[src/rtl/nlms_weight_update.sv]
// rtl/nlms_weight_update.sv - NLMS weight update, one tap per clock, atomic commit of all weights
//
// Purpose: applies w[k] += sat((err * x[k]) >>> MU_SHIFT) to NTAPS weights.
//   The run starts from a snapshot of err and x_bus and walks the taps in order.
//   Results build up in a working bank. The whole bank is copied to w_bus in
//   one cycle, so the filter never sees a partly updated weight set.
// Ports:
//   clk    rising-edge clock
//   rstn   synchronous active-low reset
//   start  request one update run (accepted only in IDLE, and not with clr)
//   clr    force working and committed weights to W_INIT, abort any run
//   err    signed error sample
//   x_bus  NTAPS packed signed taps, slice k = x[k]
//   busy   high from start acceptance until commit
//   done   one-cycle pulse after commit; w_bus holds the new weights
//   sat    sticky per run: some weight clamped during this run
//   w_bus  NTAPS packed committed weights, slice k = w[k]
module nlms_weight_update #(
  parameter int NTAPS    = 32,
  parameter int XW       = 14,
  parameter int WW       = 32,
  parameter int MU_SHIFT = 8,
  parameter logic signed [WW-1:0] W_INIT = '0
) (
  input  logic                  clk,
  input  logic                  rstn,
  input  logic                  start,
  input  logic                  clr,
  input  logic signed [XW-1:0]  err,
  input  logic [NTAPS*XW-1:0]   x_bus,
  output logic                  busy,
  output logic                  done,
  output logic                  sat,
  output logic [NTAPS*WW-1:0]   w_bus
);

  localparam int IW = (NTAPS > 1) ? $clog2(NTAPS) : 1;
  localparam logic [IW-1:0] LAST_IDX = IW'(NTAPS - 1);
  localparam logic [WW-1:0] W_MAX = {1'b0, {(WW-1){1'b1}}};
  localparam logic [WW-1:0] W_MIN = {1'b1, {(WW-1){1'b0}}};

  typedef enum logic [1:0] {
    S_IDLE   = 2'd0,
    S_UPDATE = 2'd1,
    S_COMMIT = 2'd2
  } state_t;

  state_t r_state;
  state_t w_next;

  logic [IW-1:0]        r_idx;
  logic                 r_done;
  logic                 r_sat;
  logic signed [XW-1:0] r_err;
  logic signed [XW-1:0] r_x    [NTAPS];
  logic [WW-1:0]        r_work [NTAPS];
  logic [WW-1:0]        r_wout [NTAPS];

  logic                   w_accept;
  logic                   w_step;
  logic                   w_commit;
  logic signed [XW-1:0]   w_xsel;
  logic [WW-1:0]          w_cur;
  logic signed [2*XW-1:0] w_prod;
  logic signed [2*XW-1:0] w_prod_sh;
  logic [WW:0]            w_p;
  logic [WW:0]            w_sum;
  logic                   w_hi;
  logic                   w_lo;
  logic [WW-1:0]          w_new;

  // State register
  always_ff @(posedge clk) begin
    if (!rstn) begin
      r_state <= S_IDLE;
    end else begin
      r_state <= w_next;
    end
  end

  // Next-state logic; clr overrides everything, including a same-cycle start
  always_comb begin
    w_next = r_state;
    if (clr) begin
      w_next = S_IDLE;
    end else begin
      case (r_state)
        S_IDLE:   if (start) w_next = S_UPDATE;
        S_UPDATE: if (r_idx == LAST_IDX) w_next = S_COMMIT;
        S_COMMIT: w_next = S_IDLE;
        default:  w_next = S_IDLE;
      endcase
    end
  end

  // Output / strobe logic
  always_comb begin
    w_accept = 1'b0;
    w_step   = 1'b0;
    w_commit = 1'b0;
    busy     = 1'b0;
    case (r_state)
      S_IDLE: begin
        w_accept = start && !clr;
      end
      S_UPDATE: begin
        w_step = !clr;
        busy   = 1'b1;
      end
      S_COMMIT: begin
        w_commit = !clr;
        busy     = 1'b1;
      end
      default: begin
        busy = 1'b0;
      end
    endcase
  end

  // Tap datapath: full-width product, arithmetic shift, one guard bit for the sum
  assign w_xsel    = r_x[r_idx];
  assign w_cur     = r_work[r_idx];
  assign w_prod    = (2*XW)'(r_err) * (2*XW)'(w_xsel);
  assign w_prod_sh = w_prod >>> MU_SHIFT;
  assign w_p       = {{(WW+1-2*XW){w_prod_sh[2*XW-1]}}, w_prod_sh};
  assign w_sum     = {w_cur[WW-1], w_cur} + w_p;
  // Guard bit and top result bit disagree exactly when the sum left the WW-bit range
  assign w_hi      = !w_sum[WW] &&  w_sum[WW-1];
  assign w_lo      =  w_sum[WW] && !w_sum[WW-1];
  assign w_new     = w_hi ? W_MAX : (w_lo ? W_MIN : w_sum[WW-1:0]);

  // Input snapshot, taken only when a run is accepted
  always_ff @(posedge clk) begin
    if (!rstn) begin
      r_err <= '0;
      for (int k = 0; k < NTAPS; k++) r_x[k] <= '0;
    end else if (w_accept) begin
      r_err <= err;
      for (int k = 0; k < NTAPS; k++) r_x[k] <= x_bus[k*XW +: XW];
    end
  end

  // Working bank, committed bank and run status
  always_ff @(posedge clk) begin
    if (!rstn || clr) begin
      r_idx  <= '0;
      r_done <= 1'b0;
      r_sat  <= 1'b0;
      for (int k = 0; k < NTAPS; k++) begin
        r_work[k] <= W_INIT;
        r_wout[k] <= W_INIT;
      end
    end else begin
      r_done <= w_commit;
      if (w_accept) begin
        r_idx <= '0;
        r_sat <= 1'b0;
      end
      if (w_step) begin
        r_work[r_idx] <= w_new;
        r_idx         <= r_idx + 1'b1;
        if (w_hi || w_lo) r_sat <= 1'b1;
      end
      if (w_commit) begin
        r_idx <= '0;
        for (int k = 0; k < NTAPS; k++) r_wout[k] <= r_work[k];
      end
    end
  end

  assign done = r_done;
  assign sat  = r_sat;

  for (genvar g = 0; g < NTAPS; g++) begin : g_wbus
    assign w_bus[g*WW +: WW] = r_wout[g];
  end

endmodule

[config.mk]
export PLATFORM = sky130hd
export DESIGN_NAME = nlms_weight_update
export DESIGN_NICKNAME = d
export VERILOG_FILES = /design/src/rtl/nlms_weight_update.sv
export SDC_FILE = /design/constraint.sdc
export NUM_CORES = 2
export LEC_CHECK = 0
export CAP_MARGIN = 20
export CORE_UTILIZATION = 34
export DETAILED_ROUTE_END_ITERATION = 10
export PLACE_DENSITY = 0.54
export SYNTH_ARGS = -nofsm -noshare
export SYNTH_HDL_FRONTEND = slang
export SYNTH_SLANG_ARGS = --single-unit
[constraint.sdc]
create_clock -name clk -period 36.9 [get_ports clk]
set_clock_uncertainty 0.1 [all_clocks]
set_input_delay 7.38 -clock clk [delete_from_list [all_inputs] [get_ports clk]]
set_output_delay 7.38 -clock clk [all_outputs]
set_load 0.05 [all_outputs]
==> reports/results.txt <==
outcome: finished clean
hold_buf cts: 0
Max Clk Rate: 0.0661 GHz
required time of the critical path: 37.37 ns
FILL cells: 29,400
Post-CTS Setup Inserts: 0
total core area: 328,000 um^2
H-Tree Depth: 5
CTS tree: built
Max VDD drop: 0.0000975 V
dpl cell area: 132,000 um^2
post-CTS sizing: 0
routed len/inst: 36.0 um
critical path arrival: 15.61 ns
synth top area cells: edfxtp_1 67%, mux4_2 8.6%, and3_1 4.7%
GRT Total Usage: 28.3%
Slowest-stage cell, CP: o41ai_1
syn nets: 8,201
DRT iter0 DRCs: 8,629
worst slack at placement: 21.70 ns
die width: 576 um
top-area cell type share of the netlist area: 66.9%
clk root buf: clkbuf_16
endpoints failing setup: 0
CTS buffer count: 287
Top Ports: 1,493
gpl congestion: 0.910
Hold/Removal Path Class: flip-flop to flip-flop
R2R depth: 48
via count normalized by instance count: 5.36
Sink Count: 2,524
slew margin rel.: 10.6%
Cells after Synth: 7,433
crit-path max FO: 25
Tmin final: 15.13 ns
Worst Setup End Kind: flip-flop
max-cap viol count: 0
global route overflow: 0
effective utilization at floorplan: 34.2%
worst setup margin: 21.77 ns
Tcrit/Tclk final: 41.0%
pwr dens: 61.8 nW/um^2
hold_sp: sat
P_leak: 54.7 nW
post-route cell area: 141,000 um^2
nets@finish: 9,544
DRC: 0
initial antenna violation count: 101
RSZ-0062 raised after global routing: false
post-synthesis sequential area ratio: 67.4%
Synth cell types: 69
number of I/O port buffers: 1,492
Commonest cells post-synth: 2,496 x edfxtp_1, 1,083 x nor2_1, 840 x and3_1
Synth area leader: edfxtp_1
hold path cells: 2
Slew @ Worst Pin: 1.34 ns
number of synthesized flops with an enable pin: 2,496
vias in the first global route: 70,800
die height: 576 um
Critical Path Max Stage Delay: 0.99 ns
YS warnings: 0
Async SR Flop Fraction: 0%
Area Overhead vs Synth: 26.1%
reg-to-reg slack, setup: 21.77 ns
ANT nets after route: 0
syn avg cell area: 15.1 um^2
dpl hpwl: 358,000 um
startpoint types: flip-flop
setup_tns: 0 ns
WL final: 482,000 um
max-slew violations: 0
FP Rows: 210
first-pass GRT wire length: 633,000 um
synthesized area: 112,000 um^2
Clock transition at path regs: 0.06 ns
top-count cell post-synth: edfxtp_1
Final Hold Vio Count: 0
RR Endpoint: r_work[21][26]
ratio of cells with drive above 1 in the final layout: 12.5%
via count: 71,800
Die ar.: 332,000 um^2
Setup CP Type: flip-flop to flip-flop
pin count of the biggest net entering global routing: 268
iteration count of the initial detailed-routing pass: 8
Worst-Skew Late Latency: 0.92 ns
#FFs+latches synth: 2,524
Top FF cell, synth: edfxtp_1
Hold Path Sink: sat
clk buf depth: 4
[flip-flops by register name, summed over array words and instances (netlist names), named ones only]
signal	cells
r_idx	5
r_x	448
r_work	1024
done	1
sat	1
r_wout	1024
r_state	2
r_err	14
[report_power, final]
| part | internal [W] | switching, W |
|---|---|---|
| clock network | 0.00159 | 0.00121 |
| logic | 0.000526 | 0.00199 |
| registers | 0.00331 | 0.000100 |
[cells in the final DEF, fill, tap and decap left out, types with 29 or more instances in the layout]
master / Yosys / layout
fa_1: 195 / 195
clkbuf_16: 0 / 290
clkbuf_1: 533 / 62
nand2_1: 201 / 155
diode_2: 0 / 53
edfxtp_1: 2496 / 2496
nor2b_1: 82 / 81
mux4_2: 430 / 430
and2_1: 683 / 683
ha_1: 107 / 105
a21oi_1: 69 / 43
mux2i_1: 59 / 59
inv_1: 245 / 244
clkdlybuf4s50_1: 0 / 1491
buf_4: 1 / 152
and3_1: 840 / 840
xnor2_1: 42 / 42
nand2_2: 0 / 44
nor2_1: 1083 / 1082
clkinv_1: 0 / 61
clkinv_2: 0 / 29
mux2_2: 35 / 35
[critical path: cells and delay by family (launching register included)]
kind	cells	cell delay (ns)
AOI/OAI and AO/OA	16	4.54
xor gates and xnor gates	2	0.48
adders and majority gates	9	3.29
buffers and inverters	11	2.97
DFF	1	0.62
muxes	3	1.26
and+or+nand+nor	7	1.45
[how the worst max path moves through the flow]
stage,from,cells after the start,end
after floorplan,rstn,6,flip-flop
after CTS,flip-flop,49,r_work[21][26]
final,flip-flop,48,r_work[21][26]
after global routing,flip-flop,50,r_work[21][26]
after detailed placement,flip-flop,49,r_work[5][26]
after global placement,flip-flop,50,r_work[21][26]
[metrics by stage]
stage	std cells	utilization [%]	hold WS [ns]	total power [W]
4_1_cts	13300	43.0	0.430	0.00880
2_1_floorplan	7433	-	0.376	0.00467
6_report	13400	43.1	0.420	0.00873
3_3_place_gp	12800	40.2	0.395	0.00598
5_1_grt	13400	43.1	0.459	0.00896
3_5_place_dp	12800	40.3	0.398	0.00601
[logic make-up (layout without fill, tap and decap cells)]
| logic type | after synthesis | after routing | share of synthesized area, % |
|---|---|---|---|
| AOI/OAI and AO/OA | 195 | 195 | 1.19 |
| buffers and inverters | 860 | 2416 | 3.02 |
| xor gates and xnor gates | 54 | 54 | 0.422 |
| adders and majority gates | 302 | 302 | 4.68 |
| and+or+nand+nor | 2973 | 2973 | 13.7 |
| DFF | 2524 | 2524 | 67.4 |
| muxes | 525 | 525 | 9.54 |
| other | 0 | 53 | 0 |
[layer usage]
metal	vias up	wire [um]	track usage, %
met3	681	43100	7.34
li1	29800	-	-
met1	37500	182000	34.6
met2	3818	232000	46.7
met4	20	25800	13.3
met5	-	128	0
[cell type report]
type | count | area [um^2] | share of cell area [%]
clock inverters | 149 | 1540 | 1.09
repair buffers | 1668 | 16600 | 11.7
flip-flops and latches | 2524 | 75500 | 53.5
well taps | 4346 | 5440 | 3.85
inverters | 246 | 923 | 0.654
clock buffers | 353 | 7500 | 5.31
diodes | 53 | 133 | 0.0939
multi-input cells | 4049 | 33600 | 23.8
(Power assumes the default switching activity.)
